**src/rtl/mtrap_csr_bank.sv**
```systemverilog
// Machine-mode trap CSR bank: mscratch, mepc, mcause and mtval, with CSR read/modify/write,
// trap capture, MRET tracking and a sticky double-trap flag.
module mtrap_csr_bank #(
    parameter int unsigned    XLEN           = 32,
    parameter int unsigned    IALIGN         = 32,
    parameter int unsigned    CAUSE_W        = 5,
    parameter logic [11:0]    MSCRATCH_ADDR  = 12'h340,
    parameter logic [11:0]    MEPC_ADDR      = 12'h341,
    parameter logic [11:0]    MCAUSE_ADDR    = 12'h342,
    parameter logic [11:0]    MTVAL_ADDR     = 12'h343,
    parameter logic [XLEN-1:0] MSCRATCH_RESET = '0,
    parameter logic [XLEN-1:0] MEPC_RESET     = '0
) (
    input  logic            clk_in,
    input  logic            rst_in,
    input  logic [11:0]     csr_addr_in,
    input  logic            wr_en_in,
    input  logic [1:0]      csr_op_in,
    input  logic [XLEN-1:0] data_wr_in,
    input  logic            trap_in,
    input  logic [XLEN-1:0] pc_in,
    input  logic [XLEN-1:0] cause_in,
    input  logic [XLEN-1:0] tval_in,
    input  logic            mret_in,
    output logic [XLEN-1:0] rd_data_out,
    output logic            hit_out,
    output logic [XLEN-1:0] mscratch_out,
    output logic [XLEN-1:0] mepc_out,
    output logic [XLEN-1:0] mcause_out,
    output logic [XLEN-1:0] mtval_out,
    output logic [XLEN-1:0] epc_out,
    output logic            in_trap_out,
    output logic            double_trap_out
);

    // IALIGN=16 keeps mepc[1]; any other setting is treated as 32-bit alignment
    localparam int unsigned ALIGN_BITS = (IALIGN == 16) ? 1 : 2;
    localparam logic [XLEN-1:0] EPC_MASK =
        {{(XLEN - ALIGN_BITS){1'b1}}, {ALIGN_BITS{1'b0}}};
    localparam logic [XLEN-1:0] CAUSE_MASK =
        {1'b1, {(XLEN - 1 - CAUSE_W){1'b0}}, {CAUSE_W{1'b1}}};

    localparam logic [1:0] OP_WRITE = 2'b01;
    localparam logic [1:0] OP_SET   = 2'b10;
    localparam logic [1:0] OP_CLEAR = 2'b11;

    logic [XLEN-1:0] mscratch_q;
    logic [XLEN-1:0] mepc_q;
    logic [XLEN-1:0] mcause_q;
    logic [XLEN-1:0] mtval_q;
    logic            in_trap_q;
    logic            double_trap_q;

    logic            hit_scratch;
    logic            hit_mepc;
    logic            hit_mcause;
    logic            hit_mtval;
    logic            wr_act;
    logic [XLEN-1:0] wr_val;

    // Address decode and combinational read of the pre-edge value
    always_comb begin
        hit_scratch = (csr_addr_in == MSCRATCH_ADDR);
        hit_mepc    = (csr_addr_in == MEPC_ADDR);
        hit_mcause  = (csr_addr_in == MCAUSE_ADDR);
        hit_mtval   = (csr_addr_in == MTVAL_ADDR);
        hit_out     = hit_scratch | hit_mepc | hit_mcause | hit_mtval;
        rd_data_out = '0;
        if (hit_scratch)     rd_data_out = mscratch_q;
        else if (hit_mepc)   rd_data_out = mepc_q;
        else if (hit_mcause) rd_data_out = mcause_q;
        else if (hit_mtval)  rd_data_out = mtval_q;
    end

    // Single read-modify-write datapath shared by all four registers
    always_comb begin
        wr_act = wr_en_in && (csr_op_in != 2'b00);
        case (csr_op_in)
            OP_WRITE: wr_val = data_wr_in;
            OP_SET:   wr_val = rd_data_out | data_wr_in;
            OP_CLEAR: wr_val = rd_data_out & ~data_wr_in;
            default:  wr_val = rd_data_out;
        endcase
    end

    // Trap capture overrides CSR writes to mepc/mcause/mtval; mscratch is never trap-owned
    always_ff @(posedge clk_in) begin
        if (rst_in) begin
            mscratch_q    <= MSCRATCH_RESET;
            mepc_q        <= MEPC_RESET;
            mcause_q      <= '0;
            mtval_q       <= '0;
            in_trap_q     <= 1'b0;
            double_trap_q <= 1'b0;
        end else begin
            if (wr_act && hit_scratch) begin
                mscratch_q <= wr_val;
            end
            if (trap_in) begin
                mepc_q    <= pc_in & EPC_MASK;
                mcause_q  <= cause_in & CAUSE_MASK;
                mtval_q   <= tval_in;
                in_trap_q <= 1'b1;
                if (in_trap_q) begin
                    double_trap_q <= 1'b1;
                end
            end else begin
                if (wr_act && hit_mepc)   mepc_q   <= wr_val & EPC_MASK;
                if (wr_act && hit_mcause) mcause_q <= wr_val & CAUSE_MASK;
                if (wr_act && hit_mtval)  mtval_q  <= wr_val;
                if (mret_in)              in_trap_q <= 1'b0;
            end
        end
    end

    assign mscratch_out    = mscratch_q;
    assign mepc_out        = mepc_q;
    assign mcause_out      = mcause_q;
    assign mtval_out       = mtval_q;
    assign epc_out         = mepc_q;
    assign in_trap_out     = in_trap_q;
    assign double_trap_out = double_trap_q;

endmodule

```
**config.mk**
```make
export PLATFORM = sky130hd
export DESIGN_NAME = mtrap_csr_bank
export DESIGN_NICKNAME = d
export VERILOG_FILES = /design/src/rtl/mtrap_csr_bank.sv
export SDC_FILE = /design/constraint.sdc
export NUM_CORES = 1
export LEC_CHECK = 0
export ABC_CLOCK_PERIOD_IN_PS = 4000
export CORE_AREA = 2 2 135 137
export DETAILED_ROUTE_END_ITERATION = 8
export DIE_AREA = 0 0 137 139
export PLACE_DENSITY = 0.76
export SYNTH_ARGS = -nofsm -noshare
export SYNTH_HDL_FRONTEND = slang
export SYNTH_SLANG_ARGS = --single-unit
```
**constraint.sdc**
```tcl
create_clock -name clk_in -period 4 [get_ports clk_in]
set_input_delay 1.2 -clock clk_in [delete_from_list [all_inputs] [get_ports clk_in]]
set_output_delay 1.2 -clock clk_in [all_outputs]
set_load 0.005 [all_outputs]
```
==> results.py, run 1 <==
metrics = {
    "cells_and_area": {
        "drive_gt1_frac": 0.191,
        "syn_to_final_growth_pct": 52.6,
        "final_net_count": 1144,
        "stdcell_area_mm2": 0.00988,
        "fin_cells": 1229,
        "diodes": 0,
    },
    "cts": {
        "htreeDepth": 3,
        "clockBufferDepth": 2,
        "numCtsBuffers": 9,
        "clock_latency_ns": 0.34,
        "clock-sinks": 102,
        "path_clk_slew_ns": 0.07,
        "cts_tree": "done",
        "cts_root_buf": "clkbuf_16",
    },
    "setup_path": {
        "start_kind": "primary input",
        "reg2reg_to": "epc_out[31]",
        "path_common_cell": "buf_6",
        "path_cells": "buf_6 -> or4b_4 -> or3_4 -> buf_6 -> buf_6 -> buf_6 -> nor2_1 -> buf_2",
        "arrival_ns": 2.90,
        "r2r-start": "epc_out[31]",
        "crit_fanout": 7,
        "crit_path_max_incr_delay_ns": 0.54,
        "critPathKind": "primary input to output port",
        "worst_path_max_delay_cell": "or4b_4",
        "end_kind": "output port",
        "cp.required_ns": 2.80,
        "ff2ff_path_depth": 5,
        "r2r_setup_slack_ns": 2.28,
    },
    "die": {
        "num_rows": 49,
        "initial_core_util": 0.367,
        "die_area_mm2": 0.0190,
        "core-area_mm2": 0.0177,
        "fp.dieW_um": 137,
        "ioPinCount": 342,
        "die_y_um": 139,
    },
    "status": {
        "status": "complete, but fails checks",
        "violations": "setup timing",
    },
    "power": {
        "p_sw_frac": 0.278,
        "powerDensity_mw_per_mm2": 260,
        "clockPowerShare": 0.333,
        "power.switching_uw": 714,
        "p_comb_frac": 0.240,
        "p_leak_uw": 0.00345,
        "p_seq_frac": 0.427,
        "vdd_ir_drop_max_mv": 0.247,
        "internal-power_uw": 1850,
    },
    "synth": {
        "synth_area_leaders": "dfxtp_1, o211ai_1, buf_4, mux2_2, a32oi_1",
        "synth_flop_cell": "dfxtp_1",
        "yosys.area.top_type_share": 0.315,
        "synth_edf_count": 0,
        "syn_inst": 746,
        "ys_seq_area_frac": 0.315,
        "ys_warn_count": 0,
        "yosysUniqueCellTypes": 44,
        "yosysTopAreaCell": "dfxtp_1",
        "ys_ff_latch": 102,
        "syn_area_mm2": 0.00647,
        "avgSynthCellArea_um2": 8.68,
        "synth-async-reset-ratio": 0,
    },
    "timing": {
        "clock_skew_ns": 0.00746,
        "max_freq_mhz": 244,
        "fin_setup_tns_ns": -0.858,
        "layout_worst_path_cycle_share": 1.02,
        "holdWs_ns": 0.491,
        "hold_viol": 0,
        "rsz0062_at_grt": "yes",
        "finalMaxSlewViolations": 0,
        "setup_viol": 24,
        "tightest_slew_ns": 1.05,
        "fin_ws_ns": -0.0993,
        "period_needed_ns": 4.10,
        "slew-limit-headroom": 0.299,
    },
    "hold_path": {
        "min_delay_worst_endpoint": "mscratch_out[1]",
        "min_from": "mscratch_out[1]",
        "hp-class": "flop to flop",
        "holdPathStages": 1,
    },
    "run": {
        "cap_violations": 0,
    },
    "placed_design": {
        "portBuffers": 283,
        "dp_hpwl_mm": 17.4,
        "place_ws_ns": -0.866,
        "dp_cells": 1194,
        "globalplace.congestion": 0.824,
        "placed_area_mm2": 0.00936,
    },
    "detailed_routing": {
        "viasPerCell": 5.86,
        "dr.pass1.iters": 5,
        "drc": 0,
        "drt_iter0_drc": 531,
        "dr_total_vias": 7198,
        "antenna_left": 0,
        "wl_mm": 25.7,
        "post_drt_wl_per_cell_um": 20.9,
    },
    "grt": {
        "grt_pass1_wl_mm": 39.1,
        "grt_usage": 0.262,
        "grt_start_max_net_pins": 69,
        "grt_overflow": 0,
        "antenna_found_initial": 0,
        "grt_pass1_vias": 6882,
    },
}
[cell usage after synthesis (all sizes together), types with 3 or more instances]
master	count
dfxtp	102
o211ai	89
buf	74
nand2	69
clkbuf	65
o21ai	42
a32oi	38
o21a	33
nor2	32
xnor2	32
a221o	31
mux2	30
a22oi	29
o2bb2ai	29
a21oi	10
nand4	5
a211oi	3
nand3	3
nor2b	3
nor4b	3
o311a	3
[registers in the layout, summed over array words and instances, names as in the netlist]
signal / flops
double_trap_out: 1
epc_out: 30
in_trap_out: 1
mtval_out: 32
mscratch_out: 32
mcause_out: 6
[worst max-delay path by stage]
stage / slack, ns / start / to
4_1_cts: -0.11 / csr_addr_in[3] / rd_data_out[9]
5_1_grt: -0.13 / csr_addr_in[3] / rd_data_out[9]
3_5_place_dp: -0.87 / csr_addr_in[7] / rd_data_out[21]
3_3_place_gp: -0.84 / csr_addr_in[7] / rd_data_out[21]
2_1_floorplan: 0.17 / csr_addr_in[7] / rd_data_out[3]
6_report: -0.1 / csr_addr_in[3] / rd_data_out[9]
[metrics by stage]
step           utilization  total power [uW]
4_1_cts              0.556              2570
3_3_place_gp         0.530              1710
2_1_floorplan            -              1430
6_report             0.560              2560
3_5_place_dp         0.530              1720
5_1_grt              0.560              2670
[layout make-up]
class / count / area, um^2
inverter: 2 / 7.51
tap: 229 / 287
clock inverter: 3 / 21.3
multi-input combinational: 532 / 3950
sequential: 102 / 2040
clock buffer: 11 / 253
fill: 1605 / 7780
timing repair buffer: 350 / 3320
[cell families (layout without fill, tap and decap cells)]
| logic type | count (synthesis) | after routing | share of synthesized area |
|---|---|---|---|
| muxes | 33 | 33 | 0.0587 |
| buffers and inverters | 141 | 366 | 0.120 |
| DFF | 102 | 102 | 0.315 |
| AOI/OAI and AO/OA | 310 | 310 | 0.370 |
| xor gates and xnor gates | 32 | 32 | 0.0433 |
| and+or+nand+nor | 127 | 127 | 0.0914 |
| other | 1 | 30 | 0.000579 |
[power groups by stage]
stage	Sequential [uW]	Combinational, uW	Clock (uW)
4_1_cts	1100	610	870
3_5_place_dp	1120	604	0
3_3_place_gp	1120	595	0
5_1_grt	1100	662	903
2_1_floorplan	1110	317	0
6_report	1100	615	853
[worst max-delay path: cells and delay by family]
kind          cells  cell delay, ns
buf+inv           5            0.59
simple gates      3            1.11
[routing by layer]
metal	GRT usage	up-vias	part of all wire
li1	-	3293	-
met3	0.0563	48	0.090
met4	0.0868	0	0.024
met5	0	-	0
met2	0.436	396	0.48
met1	0.334	3461	0.40
[layout by cell type, fill, tap and decap left out, types with 2 or more instances in the layout]
cell             count
clkdlybuf4s50_1    236
dfxtp_1            102
o211ai_1            87
nand2_1             69
buf_4               45
o21ai_0             38
a32oi_1             38
buf_2               36
o21a_1              33
xnor2_1             32
a221o_1             31
mux2_2              30
conb_1              30
a22oi_1             29
o2bb2ai_1           29
buf_6               14
nor2_4              12
nor2_1              11
nor2_2               9
clkbuf_16            9
a21oi_1              6
dlygate4sd2_1        6
buf_12               6
nand4_1              5
o21ai_1              4
nand3_1              3
o311a_1              3
a211oi_2             3
buf_8                3
nor2b_1              2
a21oi_2              2
a21oi_4              2
mux2i_1              2
o211ai_2             2
nor4b_1              2
nor4bb_1             2
o211a_1              2
clkbuf_8             2
[what timing repair did]
item / in CTS / in global routing
endpoints found under the setup margin: 33 / 30
buffers inserted: 18 / 1
pin swaps: 26 / 3
gates resized for setup: 195 / 16
cloned: 2 / 0
hold buffers: 0 / 0
Note: power is estimated with default switching activity, not from simulation.
==> run 2, diff against run 1 <==
Settings changed: RECOVER_POWER set to 100, SKIP_CTS_REPAIR_TIMING set to 1, SLEW_MARGIN set to 25.
==> results.py, run 2 (synthesis results as in run 1) <==
metrics = {
    "status": {
        "status": "complete, but fails checks",
        "violations": "setup timing",
    },
    "cts": {
        "clock_latency_ns": 0.35,
        "cts_root_buf": "clkbuf_16",
        "numCtsBuffers": 9,
        "cts_tree": "done",
        "htreeDepth": 3,
        "clockBufferDepth": 2,
        "path_clk_slew_ns": 0.07,
        "clock-sinks": 102,
    },
    "setup_path": {
        "end_kind": "output port",
        "arrival_ns": 2.95,
        "critPathKind": "primary input to output port",
        "cp.required_ns": 2.80,
        "start_kind": "primary input",
        "crit_fanout": 7,
    },
    "power": {
        "powerDensity_mw_per_mm2": 259,
        "vdd_ir_drop_max_mv": 0.251,
        "p_leak_uw": 0.00396,
    },
    "grt": {
        "grt_pass1_vias": 6633,
        "grt_start_max_net_pins": 69,
        "grt_pass1_wl_mm": 37.6,
        "grt_usage": 0.252,
        "antenna_found_initial": 0,
        "grt_overflow": 0,
    },
    "detailed_routing": {
        "highest_layer": "met4",
        "viasPerCell": 5.88,
        "dr_wl_met2_mm": 12.4,
        "dr.pass1.iters": 7,
        "wl_mm": 25.5,
        "met1_length_mm": 10.3,
        "dr_total_vias": 7184,
        "drt_iter0_drc": 482,
        "wl_met3_mm": 2.18,
        "post_drt_wl_per_cell_um": 20.8,
        "antenna_left": 0,
        "drc": 0,
    },
    "die": {
        "die_y_um": 139,
        "num_rows": 49,
        "core-area_mm2": 0.0177,
        "die_area_mm2": 0.0190,
        "initial_core_util": 0.367,
        "ioPinCount": 342,
        "fp.dieW_um": 137,
    },
    "timing": {
        "period_needed_ns": 4.15,
        "fin_ws_ns": -0.146,
        "max_freq_mhz": 241,
        "setup_viol": 18,
        "clock_skew_ns": 0.00863,
        "fin_setup_tns_ns": -1.48,
        "slew-limit-headroom": 0.301,
        "hold_viol": 0,
        "layout_worst_path_cycle_share": 1.04,
        "tightest_slew_ns": 1.05,
        "rsz0062_at_grt": "yes",
        "finalMaxSlewViolations": 0,
    },
    "cells_and_area": {
        "final_common_cell": "dlygate4sd3_1",
        "syn_to_final_growth_pct": 51.9,
        "diodes": 0,
        "final_net_count": 1137,
        "fill_cells": 1622,
        "most-common-layout-cells": "dlygate4sd3_1, clkdlybuf4s50_1, dfxtp_1, o211ai_1, nand2_1",
        "drive_gt1_frac": 0.166,
        "stdcell_area_mm2": 0.00983,
    },
    "placed_design": {
        "placed_area_mm2": 0.00936,
        "place_ws_ns": -0.866,
        "globalplace.congestion": 0.824,
        "dp_hpwl_mm": 17.4,
        "portBuffers": 283,
    },
    "run": {
        "cap_violations": 0,
    },
    "hold_path": {
        "hp-class": "flop to flop",
    },
}
[run 2: cell types whose count changed in the layout (fill, tap and decap cells not counted), sizes merged]
cell	delta
buf	-31
dlymetal6s2s	+13
clkdlybuf4s15	-2
dlygate4sd3	+133
dlygate4sd2	-6
clkdlybuf4s50	-129
clkbuf	+15
[run 2: cell type report]
class / instances / area [um^2] / area share
Multi-Input combinational cell: 532 / 3890 / 0.395
Timing Repair Buffer: 343 / 3340 / 0.339
Sequential cell: 102 / 2040 / 0.208
Tap cell: 229 / 287 / 0.0291
Clock buffer: 11 / 253 / 0.0257
Clock inverter: 3 / 21.3 / 0.00216
Inverter: 2 / 7.51 / 0.000763
[run 2: path summary, 6_finish.rpt]
kind	startpoint	end	slack [ns]	cells after the start
worst max register to register	epc_out[31]	epc_out[31]	2.29	5
worst min-delay path	mscratch_out[0]	mscratch_out[0]	0.48	1
worst max-delay path	csr_addr_in[3]	rd_data_out[15]	-0.15	8
worst min register to register	mscratch_out[0]	mscratch_out[0]	0.48	1
[run 2: worst max-delay path, cell delays in order]
cell,delay [ns]
buf_6,0.09
or4b_4,0.54
or3_4,0.51
buf_6,0.16
clkbuf_16,0.14
buf_6,0.11
nor2_4,0.08
buf_2,0.11
[run 2: where the power goes]
part	internal, uW	total, uW	switching [uW]
sequential	1060	1090	36.5
combinational	323	592	269
clock	451	859	409
[run 2: per-stage QoR]
step / instances / total power (uW) / util / hold WS [ns]
6_report: 1222 / 2540 / 0.557 / 0.485
5_1_grt: 1222 / 2640 / 0.557 / 0.505
4_1_cts: 1208 / 2570 / 0.546 / 0.489
3_5_place_dp: 1194 / 1720 / 0.530 / 0.469
3_3_place_gp: 1194 / 1710 / 0.530 / 0.457
2_1_floorplan: 775 / 1430 / - / 0.460
[run 2: routing by layer]
metal	global-route usage	vias up
li1	-	3284
met1	0.323	3474
met4	0.0792	0
met2	0.417	377
met3	0.0563	49
met5	0	-
